[config.mk]
export PLATFORM = sky130hd
export DESIGN_NAME = bcd_count_ctrl
export DESIGN_NICKNAME = d
export VERILOG_FILES = /design/src/rtl/bcd_ctrl_pkg.sv /design/src/rtl/bcd_digit_cell.sv /design/src/rtl/bcd_count_ctrl.sv
export SDC_FILE = /design/constraint.sdc
export NUM_CORES = 1
export LEC_CHECK = 0
export CORE_UTILIZATION = 35
export CTS_CLUSTER_DIAMETER = 30
export DETAILED_ROUTE_END_ITERATION = 10
export PLACE_DENSITY_LB_ADDON = 0.1
export REMOVE_ABC_BUFFERS = 1
export SYNTH_ARGS = -nofsm -noshare
export SYNTH_HDL_FRONTEND = slang
export SYNTH_SLANG_ARGS = --single-unit
[constraint.sdc]
create_clock -name mclk -period 3.49 [get_ports mclk]
set_clock_uncertainty 0.15 [all_clocks]
set_input_delay 0.5235 -clock mclk [delete_from_list [all_inputs] [get_ports mclk]]
set_output_delay 0.5235 -clock mclk [all_outputs]
set_load 0.005 [all_outputs]
[src/rtl/bcd_ctrl_pkg.sv]
// rtl/bcd_ctrl_pkg.sv - shared state encodings and BCD constants for the BCD count controller
package bcd_ctrl_pkg;

    typedef enum logic [1:0] {
        ST_IDLE  = 2'd0,
        ST_RUN   = 2'd1,
        ST_PAUSE = 2'd2
    } state_t;

    localparam logic [3:0] BCD_MAX = 4'd9;
    localparam logic       MODE_UP = 1'b0;
    localparam logic       MODE_DN = 1'b1;

endpackage

[src/rtl/bcd_digit_cell.sv]
// rtl/bcd_digit_cell.sv - one BCD digit step with carry/borrow in and out
module bcd_digit_cell
    import bcd_ctrl_pkg::*;
(
    input  logic       en,
    input  logic       mode,
    input  logic       clr,
    input  logic [3:0] value,
    output logic [3:0] value_nxt,
    output logic       cout
);

    // codes above 9 behave as 9 in both directions
    always_comb begin
        value_nxt = value;
        cout      = 1'b0;
        if (clr) begin
            value_nxt = 4'd0;
        end else if (en) begin
            if (mode == MODE_UP) begin
                if (value >= BCD_MAX) begin
                    value_nxt = 4'd0;
                    cout      = 1'b1;
                end else begin
                    value_nxt = value + 4'd1;
                end
            end else begin
                if (value == 4'd0) begin
                    value_nxt = BCD_MAX;
                    cout      = 1'b1;
                end else if (value > BCD_MAX) begin
                    value_nxt = BCD_MAX - 4'd1;
                end else begin
                    value_nxt = value - 4'd1;
                end
            end
        end
    end

endmodule

[src/rtl/bcd_count_ctrl.sv]
// rtl/bcd_count_ctrl.sv - run/stop/clear BCD counter chain with display scan; BCD_CTRL_SATURATE_EN stops at the limit
module bcd_count_ctrl
    import bcd_ctrl_pkg::*;
#(
    parameter int NDIG     = 4,
    parameter int TICK_DIV = 50000000,
    parameter int SCAN_DIV = 50000
) (
    input  logic                mclk,
    input  logic                rst,
    input  logic                start_btn,
    input  logic                stop_btn,
    input  logic                clr_btn,
    input  logic                mode,
    output logic                running,
    output logic                tick,
    output logic                wrap,
    output logic [4*NDIG-1:0]   count,
    output logic [NDIG-1:0]     an,
    output logic [3:0]          dig_bcd
);

    localparam int PW = $clog2(TICK_DIV);
    localparam int QW = $clog2(SCAN_DIV);
    localparam int SW = $clog2(NDIG);
    localparam logic [PW-1:0]   PRESC_LAST = PW'(TICK_DIV - 1);
    localparam logic [QW-1:0]   SCAN_LAST  = QW'(SCAN_DIV - 1);
    localparam logic [SW-1:0]   SEL_LAST   = SW'(NDIG - 1);
    localparam logic [NDIG-1:0] AN_RST     = ~NDIG'(1);

    state_t            state, state_nxt;
    logic [2:0]        btn_s, btn_p, btn_ev;
    logic              start_ev, stop_ev, clr_ev;
    logic [PW-1:0]     presc;
    logic [QW-1:0]     scan_cnt;
    logic [SW-1:0]     sel, sel_nxt;
    logic [NDIG:0]     carry;
    logic [4*NDIG-1:0] count_step, count_d;
    logic              tick_hit, at_limit, hold, step_en;

    always_ff @(posedge mclk or posedge rst) begin
        if (rst) begin
            btn_s <= '0;
            btn_p <= '0;
        end else begin
            btn_s <= {clr_btn, stop_btn, start_btn};
            btn_p <= btn_s;
        end
    end

    assign btn_ev   = btn_s & ~btn_p;
    assign start_ev = btn_ev[0];
    assign stop_ev  = btn_ev[1];
    assign clr_ev   = btn_ev[2];

    // carry out of the top cell means the chain sits at its limit for the current mode
    assign carry[0] = 1'b1;
    for (genvar g = 0; g < NDIG; g++) begin : g_dig
        bcd_digit_cell u_cell (
            .en        (carry[g]),
            .mode      (mode),
            .clr       (clr_ev),
            .value     (count[4*g +: 4]),
            .value_nxt (count_step[4*g +: 4]),
            .cout      (carry[g+1])
        );
    end
    assign at_limit = carry[NDIG];

`ifdef BCD_CTRL_SATURATE_EN
    assign hold = at_limit;
`else
    assign hold = 1'b0;
`endif

    assign tick_hit = (state == ST_RUN) && (presc == PRESC_LAST);
    assign step_en  = tick_hit && !hold;
    assign count_d  = (clr_ev || step_en) ? count_step : count;

    always_ff @(posedge mclk or posedge rst) begin
        if (rst) begin
            state <= ST_IDLE;
        end else begin
            state <= state_nxt;
        end
    end

    always_comb begin
        state_nxt = state;
        if (clr_ev) begin
            state_nxt = ST_IDLE;
        end else begin
            unique case (state)
                ST_IDLE:  if (start_ev) state_nxt = ST_RUN;
                ST_RUN:   if (stop_ev || (tick_hit && hold)) state_nxt = ST_PAUSE;
                ST_PAUSE: if (start_ev && !hold) state_nxt = ST_RUN;
                default:  state_nxt = ST_IDLE;
            endcase
        end
    end

    always_comb begin
        running = (state == ST_RUN);
    end

    // pause keeps the prescaler phase; only a fresh start or clr zeroes it
    always_ff @(posedge mclk or posedge rst) begin
        if (rst) begin
            presc <= '0;
            count <= '0;
            tick  <= 1'b0;
            wrap  <= 1'b0;
        end else begin
            count <= count_d;
            tick  <= tick_hit && !clr_ev;
            wrap  <= tick_hit && !clr_ev && at_limit;
            if (clr_ev || ((state == ST_IDLE) && start_ev)) begin
                presc <= '0;
            end else if (state == ST_RUN) begin
                presc <= tick_hit ? '0 : presc + PW'(1);
            end
        end
    end

    always_comb begin
        sel_nxt = sel;
        if (scan_cnt == SCAN_LAST) begin
            sel_nxt = (sel == SEL_LAST) ? '0 : sel + SW'(1);
        end
    end

    // dig_bcd follows the next count so it never lags the enabled digit
    always_ff @(posedge mclk or posedge rst) begin
        if (rst) begin
            scan_cnt <= '0;
            sel      <= '0;
            an       <= AN_RST;
            dig_bcd  <= 4'd0;
        end else begin
            scan_cnt <= (scan_cnt == SCAN_LAST) ? '0 : scan_cnt + QW'(1);
            sel      <= sel_nxt;
            an       <= ~(NDIG'(1) << sel_nxt);
            dig_bcd  <= count_d[4*sel_nxt +: 4];
        end
    end

endmodule

==> impl_metrics.csv <==
group,metric,value,unit
place,io_buffers,32,
clocking,clk_path_buf_depth,2,
final_layout,num_antenna_cells,0,
logic_synthesis,avgSynthCellArea,9.29,um^2
floorplan,die_area,0.0137,mm^2
sta,maxSlewHeadroom,0.365,
logic_synthesis,ys.flop_type,"dfrtp_1",
global_routing,antenna_found_initial,0,
sta,maxSlewViolCount,0,
worst_setup_path,crit_top_cell,"a31oi_1",
run,cap_viol_max_count,0,
logic_synthesis,synthMuxAreaShare,0.0198,
pwr,p_total,2.07,mW
final_layout,finalNetCount,558,
route,wl_per_cell,15.8,um
worst_setup_path,worstSetupEndpointType,"register",
outcome,status,"complete, no violations",
pwr,leakage,2.34,nW
floorplan,start_util,0.363,
route,vias_per_cell,5.33,
clocking,cts_buffers,9,
place,post-dp-hpwl,7950,um
global_routing,grt_pass1_vias,3604,
logic_synthesis,synth_compound_area_frac,0.149,
place,pre_cts_ws,0.438,ns
sta,rsz0062_at_grt,"false",
worst_setup_path,cp.required,3.60,ns
final_layout,multi_input_area,0.00251,mm^2
global_routing,grt_use_total,0.176,
logic_synthesis,synth_cells,497,
sta,finalHoldViolCount,0,
logic_synthesis,synth_area_leader_cell,"dfrtp_1",
worst_setup_path,crit_chain,"inv_1 -> ha_1 -> or3b_1 -> a31oi_1 -> nor2_1 -> a2111oi_0 -> a311oi_1 -> a31oi_1",
logic_synthesis,ys_async_sr_fraction,1.00,
place,dpl_cell_area,0.00517,mm^2
worst_setup_path,cpLargestDelayFamily,"compound AO/OA/AOI/OAI gates",
worst_setup_path,critPathSlowestCell,"a2111oi_0",
floorplan,core,0.0127,mm^2
worst_setup_path,cp-start-kind,"register",
logic_synthesis,synth.area.top_cells,"dfrtp_1 (41%), nor2_1 (5.2%), ha_1 (5.2%)",
route,first_iter_violations,278,
worst_hold_path,hold_class,"reg2reg",
clocking,clockRootBuffer,"clkbuf_16",
clocking,path_clk_slew,0.06,ns
clocking,cts_sinks,78,
sta,setup_violations,0,
final_layout,drive_above_1_share,0.0892,
route,drc,0,
logic_synthesis,synth_top_family_by_area,"simple AND/OR/NAND/NOR gates",
worst_setup_path,critical_path.max_stage_delay,0.53,ns
floorplan,pin_count,33,
logic_synthesis,synthAdderAreaFrac,0.0515,
final_layout,mostFrequentLayoutCells,"dfrtp_1 (75), nor2_1 (64), nand2_1 (40)",
global_routing,grt_max_degree,52,
clocking,cts_setup_buffers,0,
pwr,vdd_drop_max,242,uV
clocking,cts_tree,"built",
logic_synthesis,synth_xor_area_frac,0.0607,
sta,timing.hold.ws,0.230,ns
route,ant_nets,0,
final_layout,post-route-cell-area,0.00551,mm^2
logic_synthesis,synth_area,0.00462,mm^2
sta,fin_crit_sh,0.865,
final_layout,final_common_cell,"dfrtp_1",
sta,min_period,3.02,ns
clocking,clk_latency,0.34,ns
place,place.gp.congestion,0.876,
logic_synthesis,synth_seq_cells,78,
sta,fin_ws,0.470,ns
worst_setup_path,cp-startpoint,"count[0]",
logic_synthesis,synth_edf_count,0,
sta,setup_tns,0,ns
pwr,power_density,376,mW/mm^2
worst_setup_path,cp_max_fo,8,
logic_synthesis,yosys_warnings,0,
route,dr.pass1.iters,4,
logic_synthesis,synth.top_cell.area_share,0.407,
worst_setup_path,r2r_slack,0.47,ns
worst_hold_path,hold_depth,0,
sta,worst_slew_pin_slew,0.952,ns
floorplan,die_w,117,um
floorplan,die_h,117,um
global_routing,grt-ovfl-total,0,
logic_synthesis,synth_cell_types,75,
clocking,cts_hold_buf,0,
worst_setup_path,path_class,"reg2reg",
route,wirelength,11200,um
worst_setup_path,crit_buf_inv,1,
worst_setup_path,crit_path_end,"dig_bcd[3]",
global_routing,grt_pass1_wl,18200,um
worst_setup_path,crit_arrival,3.13,ns
final_layout,syn2layout_area_growth,19.3,%
logic_synthesis,yosys.area_share.simple,0.264,
logic_synthesis,synth-seq-area-share,0.424,
route,via_count,3781,
clocking,cts_htree_levels,3,
worst_setup_path,r2r_start,"count[0]",
final_layout,seqCellArea,0.00196,mm^2
worst_setup_path,r2r_cells,8,
worst_setup_path,reg2reg_to,"dig_bcd[3]",
clocking,cts_resized,0,
floorplan,std_cell_rows,41,
sta,fmax,331,MHz
worst_setup_path,cp_num_cells,8,
final_layout,fillers,1284,
-- report_power, final --
part	leakage (nW)	internal [mW]	switching, mW
Sequential	1.05	0.916	0.00823
Combinational	1.13	0.0347	0.0741
Clock	0.166	0.684	0.353
Total	2.34	1.63	0.435
-- Yosys cell counts, types with 8 or more instances --
cell type and n:
xor2_1 17, xnor2_1 15, o21ai_0 21, nand3_1 20, nand2b_1 10, clkbuf_1 11
nor2b_1 8, inv_1 19, nor3_1 10, and3_1 10, ha_1 19, nor2_1 64
mux2i_1 8, dfrtp_1 75, a31oi_1 9, a21oi_1 24, nand2_1 40
-- flip-flops by register name (all words and copies together), names as in the netlist --
| signal | flops |
|---|---|
| presc | 26 |
| count | 16 |
| scan_cnt | 16 |
| an | 4 |
| dig_bcd | 4 |
| btn_p | 3 |
| btn_s | 3 |
| sel | 2 |
| state | 2 |
| tick | 1 |
| wrap | 1 |
-- logic make-up (layout without fill, tap and decap cells) --
family | count (synthesis) | count (layout)
AO/OA/AOI/OAI | 102 | 102
buffers and inverters | 37 | 78
XOR/XNOR | 32 | 32
AND/OR/NAND/NOR | 220 | 220
adder cells (fa/ha/maj) | 19 | 19
multiplexers | 9 | 9
flip-flops | 78 | 78
-- cell type report --
class | instances | share of cell area
multi-input combinational | 382 | 0.456
sequential | 78 | 0.355
timing repair buffer | 43 | 0.0754
clock buffer | 13 | 0.0491
tap | 172 | 0.0391
inverter | 19 | 0.0132
clock inverter | 3 | 0.0118
-- metrics by stage --
stage | instances | util
2_1_floorplan | 479 | -
3_3_place_gp | 694 | 0.407
3_5_place_dp | 694 | 0.407
4_1_cts | 710 | 0.433
5_1_grt | 710 | 0.433
6_report | 710 | 0.433
-- per-layer routing --
layer | wire length, um | global-route usage
met5 | 0 | 0
met1 | 5460 | 0.236
met4 | 207 | 0.0675
met3 | 520 | 0.0371
met2 | 5040 | 0.279
-- worst min-delay path by stage --
stage	startpoint	to	slack, ns
floorplan	btn_s[0]	btn_p[0]	0.20
CTS	btn_s[1]	btn_p[1]	0.23
detailed placement	btn_s[1]	btn_p[1]	0.22
finish	btn_s[1]	btn_p[1]	0.23
global route	btn_s[0]	btn_p[0]	0.24
global placement	btn_s[0]	btn_p[0]	0.22
Note: power is estimated with default switching activity, not from simulation.
